==> config.mk <==
export PLATFORM = sky130hd
export DESIGN_NAME = dcache_port_arbiter
export DESIGN_NICKNAME = d
export VERILOG_FILES = /design/src/rtl/dcache_port_arbiter_pkg.sv /design/src/rtl/dcache_port_arbiter_req_latch.sv /design/src/rtl/dcache_port_arbiter.sv
export SDC_FILE = /design/constraint.sdc
export NUM_CORES = 1
export LEC_CHECK = 0
export CAP_MARGIN = 20
export CORE_UTILIZATION = 39
export CTS_CLUSTER_DIAMETER = 30
export DETAILED_ROUTE_END_ITERATION = 6
export PLACE_DENSITY = 0.88
export SYNTH_ARGS = -nofsm -noshare
export SYNTH_HDL_FRONTEND = slang
export SYNTH_SLANG_ARGS = --single-unit
==> constraint.sdc <==
create_clock -name clk -period 1.85 [get_ports clk]
set_input_delay 0.185 -clock clk [delete_from_list [all_inputs] [get_ports clk]]
set_output_delay 0.185 -clock clk [all_outputs]
set_load 0.005 [all_outputs]
==> src/rtl/dcache_port_arbiter_pkg.sv <==
// ============================================================================
// Module   : ooo_types (package)
// Brief    : Shared types for the data-cache port arbiter.
// Revision : 1.0 - initial release
// ============================================================================
`default_nettype none

package ooo_types;

    typedef enum logic [1:0] {
        ARB_IDLE  = 2'd0,
        ARB_LOAD  = 2'd1,
        ARB_STORE = 2'd2
    } arb_state_e;

    localparam int unsigned LD_STARVE_MAX_DEFAULT = 2;
    localparam int unsigned C_STARVE_W            = 4;

    typedef struct packed {
        logic [31:0] addr;
        logic [31:0] wdata;
        logic [3:0]  byte_enable;
        logic        write;
    } dcache_req_t;

endpackage

`default_nettype wire

==> src/rtl/dcache_port_arbiter_req_latch.sv <==
// ============================================================================
// Module   : dcache_req_latch
// Brief    : Holding register for the granted cache request.
// Revision : 1.0 - initial release
// ============================================================================
`default_nettype none

module dcache_req_latch
    import ooo_types::*;
(
    input  logic        clk,
    input  logic        rst,
    input  logic        i_en,
    input  dcache_req_t i_d,
    output dcache_req_t o_q
);

    dcache_req_t r_q;

    always_ff @(posedge clk) begin
        if (rst) begin
            r_q <= '0;
        end else if (i_en) begin
            r_q <= i_d;
        end
    end

    assign o_q = r_q;

endmodule

`default_nettype wire

==> src/rtl/dcache_port_arbiter.sv <==
// ============================================================================
// Module   : dcache_port_arbiter
// Brief    : Shares the data-cache port between loads and committed stores.
// Revision : 1.0 - initial release
// ============================================================================
`default_nettype none

module dcache_port_arbiter
    import ooo_types::*;
#(
    parameter int unsigned LD_STARVE_MAX = LD_STARVE_MAX_DEFAULT
) (
    input  logic        clk,
    input  logic        rst,
    input  logic        flush,
    input  logic        ld_read,
    input  logic [31:0] ld_address,
    output logic [31:0] ld_rdata,
    output logic        ld_resp,
    input  logic        st_write,
    input  logic [31:0] st_address,
    input  logic [31:0] st_wdata,
    input  logic [3:0]  st_byte_enable,
    output logic        st_resp,
    output logic        mem_read,
    output logic        mem_write,
    output logic [31:0] mem_address,
    output logic [31:0] mem_wdata,
    output logic [3:0]  mem_byte_enable,
    input  logic [31:0] mem_rdata,
    input  logic        mem_resp
);

    arb_state_e            r_state;
    logic [C_STARVE_W-1:0] r_starve;
    logic                  r_drop;

    logic        w_idle;
    logic        w_ld_elig;
    logic        w_st_elig;
    logic        w_grant_st;
    logic        w_grant_ld;
    logic        w_ld_resp;
    dcache_req_t w_req_d;
    dcache_req_t w_req_q;

    assign w_idle    = (r_state == ARB_IDLE);
    assign w_ld_elig = ld_read && !flush;
    assign w_st_elig = st_write;

    // Stores win contention until the load has been passed over LD_STARVE_MAX times.
    assign w_grant_st = w_idle && w_st_elig &&
                        (!w_ld_elig || (r_starve < C_STARVE_W'(LD_STARVE_MAX)));
    assign w_grant_ld = w_idle && w_ld_elig && !w_grant_st;

    always_comb begin
        w_req_d.write       = w_grant_st;
        w_req_d.addr        = w_grant_st ? st_address : ld_address;
        w_req_d.wdata       = w_grant_st ? st_wdata : 32'h0;
        w_req_d.byte_enable = w_grant_st ? st_byte_enable : 4'hF;
    end

    dcache_req_latch u_req_latch (
        .clk  (clk),
        .rst  (rst),
        .i_en (w_grant_st || w_grant_ld),
        .i_d  (w_req_d),
        .o_q  (w_req_q)
    );

    always_ff @(posedge clk) begin
        if (rst) begin
            r_state  <= ARB_IDLE;
            r_starve <= '0;
            r_drop   <= 1'b0;
        end else begin
            case (r_state)
                ARB_IDLE: begin
                    if (w_grant_st) begin
                        r_state <= ARB_STORE;
                        if (w_ld_elig) begin
                            r_starve <= r_starve + 1'b1;
                        end
                    end else if (w_grant_ld) begin
                        r_state  <= ARB_LOAD;
                        r_starve <= '0;
                    end
                end
                ARB_LOAD: begin
                    // A flushed read still runs to completion; only its response is hidden.
                    if (mem_resp) begin
                        r_state <= ARB_IDLE;
                        r_drop  <= 1'b0;
                    end else if (flush) begin
                        r_drop <= 1'b1;
                    end
                end
                ARB_STORE: begin
                    if (mem_resp) begin
                        r_state <= ARB_IDLE;
                    end
                end
                default: begin
                    r_state <= ARB_IDLE;
                end
            endcase
        end
    end

    assign mem_read        = !w_idle && !w_req_q.write;
    assign mem_write       = !w_idle && w_req_q.write;
    assign mem_address     = w_req_q.addr;
    assign mem_wdata       = w_req_q.wdata;
    assign mem_byte_enable = mem_write ? w_req_q.byte_enable : 4'hF;

    assign w_ld_resp = (r_state == ARB_LOAD) && mem_resp && !r_drop && !flush;
    assign ld_resp   = w_ld_resp;
    assign ld_rdata  = w_ld_resp ? mem_rdata : 32'h0;
    assign st_resp   = (r_state == ARB_STORE) && mem_resp;

endmodule

`default_nettype wire

== Word level (Yosys, flattened, before mapping) ==
Index checks and enable logic that the tools add are counted.
Cells by class
  add/sub/neg operators: 1
  multipliers: 0
  divide/modulo/power cells: 0
  magnitude comparators: 1
  equality and inequality tests: 5
  shifts and indexed selects: 0
  mux-type cells: 14
  bitwise logic cells: 0
  reductions and logical operators: 26
Operator list (count)
  32-bit two-way mux: 3
  4-bit two-way mux: 5
  1-bit logical AND: 11
  1-bit zero test: 6
  2-bit two-way mux: 3
  4-bit by 1-bit adder with 4-bit output, second input constant: 1
  4-bit by 2-bit less-than comparator with 1-bit output, second input constant: 1
  2-bit case mux with 2 select lines: 1
  2-bit AND reduction: 2
  2-bit nonzero test: 2
  3-bit by 1-bit inequality test with 1-bit output, second input constant: 1
  3-bit AND reduction: 1
  2-bit by 1-bit equality test with 1-bit output, second input constant: 1
  2-bit equality test, second input constant: 1
  2-bit zero test: 1
  1-bit logical OR: 2
  1-bit two-way mux: 2
  2-bit by 1-bit inequality test with 1-bit output, second input constant: 1
  2-bit inequality test, second input constant: 1
  2-bit OR reduction: 1
Storage, ports and cells
  bits in registers: 76
  latch bits: 0
  bits in writable memories: 0
  bits in read-only memories: 0
  input bits: 138
  output and inout port bits: 104
  word-level logic and storage cells: 54
  memories: 0

== Logic depth before layout (Yosys ltp) ==
  depth in word-level cells: 10
  gate-level depth with buffers: 7
  depth with buffers taken out: 6

== Hierarchy ==
A second synthesis with hierarchy kept.
Unflattened totals
  cell total of the unflattened synthesis: 384
  area, all modules: 3731.1 µm²
By module, submodules not included
  dcache_req_latch: times used 1, cells each 223, area each 2439.8 µm², sequential area each 1381.3 µm²
  dcache_port_arbiter: times used 1, cells each 161, area each 1291.2 µm², sequential area each 140.1 µm²

== Worst setup path after synthesis ==
No wires, ideal clock.
  path type: flip-flop to flip-flop
  start: register r_state[0]
  end: register u_req_latch.r_q (netlist bit u_req_latch.o_q[60])
  setup time: 0.091 ns
  arrival time: 1.406 ns
  setup slack: 0.353 ns
  cell stages (with the launch flop): 8
  path buffers: 1
  period minus slack after synthesis: 1.497 ns
  cell sequence: dfxtp_1 > inv_1 > ha_1 > and2_1 > clkbuf_1 > and3_1 > a31oi_1 > a311oi_1
On the way
  cells in the longest elaborated chain, start to end: 6
  elaborated cells on any way between the ends: 8
  classes of those cells: 1 x mux; 7 x reduce/logical
RTL lines
  start, declared: RTL line dcache_port_arbiter.sv:34  | arb_state_e r_state;
  start signal, assigned: RTL line dcache_port_arbiter.sv:73  | r_state <= ARB_IDLE;
  start signal, assigned: RTL line dcache_port_arbiter.sv:80  | r_state <= ARB_STORE;
  start signal, assigned: RTL line dcache_port_arbiter.sv:85  | r_state <= ARB_LOAD;
  2-bit zero test (*): RTL line dcache_port_arbiter.sv:47  | assign w_idle = (r_state == ARB_IDLE);
  1-bit logical AND (2 in a row): RTL line dcache_port_arbiter.sv:52  | assign w_grant_st = w_idle && w_st_elig &&
  1-bit zero test: RTL line dcache_port_arbiter.sv:54  | assign w_grant_ld = w_idle && w_ld_elig && !w_grant_st;
  1-bit logical AND: RTL line dcache_port_arbiter.sv:54
  1-bit logical OR: RTL line dcache_port_arbiter.sv:66  | .i_en (w_grant_st || w_grant_ld),
  end signal, assigned: RTL line dcache_port_arbiter_req_latch.sv:24  | r_q <= i_d;
  end, declared: RTL line dcache_port_arbiter_req_latch.sv:18  | dcache_req_t r_q;
Mark *: on every way between the ends. The rest lies on a longest branch, timed or not.
A chain may end at the register's enable or synchronous reset.

== Worst setup path in the final report ==
  start: register r_state[1]
  end: output ld_rdata[11]
On the way
  cells in the longest elaborated chain, start to end: 5
RTL lines
  2-bit by 1-bit equality test with 1-bit output: RTL line dcache_port_arbiter.sv:116  | assign w_ld_resp = (r_state == ARB_LOAD) && mem_resp && !r_drop && !flush;
  1-bit logical AND (3 in a row): RTL line dcache_port_arbiter.sv:116
  32-bit two-way mux: RTL line dcache_port_arbiter.sv:118  | assign ld_rdata = w_ld_resp ? mem_rdata : 32'h0;
  end, declared: RTL line dcache_port_arbiter.sv:18  | output logic [31:0] ld_rdata,
Every way passes these cells.

==> out/qor.yml <==
initial_core_util: 0.403
clk_latency_ns: 0.35
synth_cell_types: 30
final_area_um2: 6990
postSynthCellCount: 538
wl_per_cell_um: 16.8
multiInputGateArea_um2: 2250
worstReg2RegEnd: "u_req_latch.o_q[9]"
wl_um: 14500
cts-root-buf: "clkbuf_8"
vdd_ir_drop_max_mv: 0.347
layout-drive-gt1-share: 0.179
skew_ns: 0.0117
cp_slowest_cell: "dfxtp_2"
die_w_um: 108
numCtsBuffers: 9
cp_cell_sequence: "inv_2 -> ha_4 -> nand2_4 -> nor3_4 -> buf_6 -> buf_6 -> buf_6 -> buf_6 -> and2_4 -> buf_6"
fp.dieArea_um2: 11700
crit_type: "flip-flop to output port"
cp_max_fo: 8
required_ns: 1.66
start_kind: "flip-flop"
drv_slew: 0
hp-class: "input pin to flip-flop"
areaGrowthSynthToFinish_pct: 59.3
layout_min_cycle_time_ns: 1.88
fin_util: 0.642
p_leak_nw: 2.83
placement.io_buffers: 241
violations: "setup timing"
via_per_inst: 5.43
grt_max_degree: 77
layout_setup_ws_ns: -0.0341
worst_pin_slew_ns: 0.379
setup_viol: 4
synth-seq-cells: 76
drt_pass1_iterations: 4
grt_pass1_wl_um: 22200
finalNetCount: 862
dp_hpwl_um: 10500
core-area_um2: 10900
rsz0062_at_grt: "true"
drcViolationCount: 0
finalPower_mw: 4.52
powerDensity_nw_per_um2: 646
syn_nets: 680
final-seq-area_um2: 1530
slowest_delay_ns: 0.33
cap_violations: 0
synth_enable_flop_cells: 0
hold_ws_ns: 0.346
num_io_pins: 242
yosys_warnings: 0
avgSynthCellArea_um2: 8.16
placed_area_um2: 6590
fin_crit_sh: 1.02
cp_top_family: "buffers and inverters"
path_clk_slew_ns: 0.08
status: "finished, violations left"
synth_ff_type: "dfxtp_1"
min-delay-start: "rst"
track_usage: 0.242
path_buf_inv: 6
final_hold_viol_count: 0
rows: 38
worst_r2r_startpoint: "r_state[1]"
fmax_ghz: 0.531
fillers: 872
arrival_ns: 1.70
clock_sinks: 76
dp_slack_ns: -0.0774
clockBufferDepth: 2
gp_congestion: 0.835
grt_pass1_vias: 4718
diodes: 0
async_flop_share: 0
cts_tree: "done"
num_vias: 4700
worst_path_most_repeated_cell: "buf_6"
netlist_area_um2: 4390
antenna_left: 0
htreeDepth: 3
antenna_found_initial: 0
holdPathStages: 3
slew_headroom: 0.747
drtIter0Drc: 275
ff2ff_path_depth: 8
worst_hold_path.endpoint: "u_req_latch.o_q[25]"
fp.dieH_um: 108
r2r_slack_ns: 0.14
ys_seq_area_frac: 0.347
grt-ovfl-total: 0
cp-end-kind: "output port"
[cell families after synthesis]
| group | after synthesis | synth area share |
|---|---|---|
| simple gates | 169 | 0.193 |
| flops | 76 | 0.347 |
| buf+inv | 116 | 0.166 |
| compound gates | 173 | 0.283 |
| fa+ha+maj | 4 | 0.0114 |
[placed cells by master, fill, tap and decap left out, types with 29 or more instances in the layout]
| master | instances |
|---|---|
| a21oi_1 | 37 |
| a22oi_1 | 29 |
| a311oi_1 | 32 |
| a31oi_1 | 32 |
| and3_1 | 32 |
| buf_6 | 31 |
| clkdlybuf4s50_1 | 201 |
| dfxtp_1 | 74 |
| nor2_1 | 76 |
| o21bai_1 | 32 |
[worst register-to-register path, stage by stage, from the launching register on]
cell	delay (ns)
dfxtp_2	0.33
inv_2	0.07
buf_4	0.11
ha_4	0.16
buf_4	0.31
o21ai_2	0.12
buf_12	0.19
a22oi_1	0.22
nor2_1	0.08
[per-stage QoR]
step | instances | setup TNS (ns)
final | 865 | -0.121
after global routing | 865 | -1.62
after CTS | 866 | -2.19
after detailed placement | 836 | -2.20
after global placement | 836 | -0.907
after floorplan | 538 | 0
[cell type report]
type | count | area share
Clock inverter | 5 | 0.00859
Multi-Input combinational cell | 346 | 0.321
Timing Repair Buffer | 284 | 0.405
Inverter | 3 | 0.00161
Sequential cell | 76 | 0.218
Clock buffer | 11 | 0.0202
Tap cell | 140 | 0.0251
[flip-flops by register name (all words and copies together), names as in the netlist]
| signal | cells |
|---|---|
| r_state | 2 |
| r_starve | 4 |
| u_req_latch.o_q | 69 |
| r_drop | 1 |
[layer usage]
metal  wire length, µm  vias up  track usage
li1                  -     2229            -
met1              5440     2212        0.256
met2              7760      228        0.456
met3               918       31       0.0422
met4               376        0        0.118
met5                 0        -            0
[synth_stat cells (2+ instances only)]
cell      number  area, µm²
a21boi_4       2       37.5
a21oi_1       37        185
a22oi_1       29        218
a22oi_2        4       50.1
a311oi_1      32        280
a31oi_1       32        200
and2_1        35        219
and3_1        32        200
buf_2         14       70.1
buf_4         65        488
buf_6          4       45.0
clkbuf_1      29        109
dfxtp_1       76       1520
ha_1           4       50.1
inv_1          3       11.3
nand2_1        6       22.5
nand2b_1       7       43.8
nand3_1        2       10.0
nor2_1        76        285
nor2b_1        2       12.5
nor3_1         5       25.0
o21ai_1        2       10.0
o21bai_1      32        240
or3_1          2       12.5
[worst max-delay path by stage]
stage	from	end	slack, ns	cells past startpoint
detailed placement	flush	u_req_latch.o_q[9]	-0.08	8
finish	r_state[1]	ld_rdata[11]	-0.03	10
global placement	mem_resp	ld_rdata[6]	-0.04	6
global route	r_state[1]	ld_rdata[11]	-0.14	10
CTS	r_state[1]	ld_rdata[15]	-0.15	10
floorplan	r_state[0]	u_req_latch.o_q[60]	0.35	7
[report_power, final]
group	switching, mW	internal [mW]	leakage [nW]
registers	0.0840	1.78	0.628
logic	0.554	0.806	2.10
clock network	0.626	0.666	0.0999
[timing repair]
action                                  CTS  global route
endpoints found under the setup margin   41            43
pin swaps                                24             6
gates resized for setup                 193            17
setup buffers                            11             1
cloned                                    3             0
hold buffers                              0             0
Note: power is estimated with default switching activity, not from simulation.
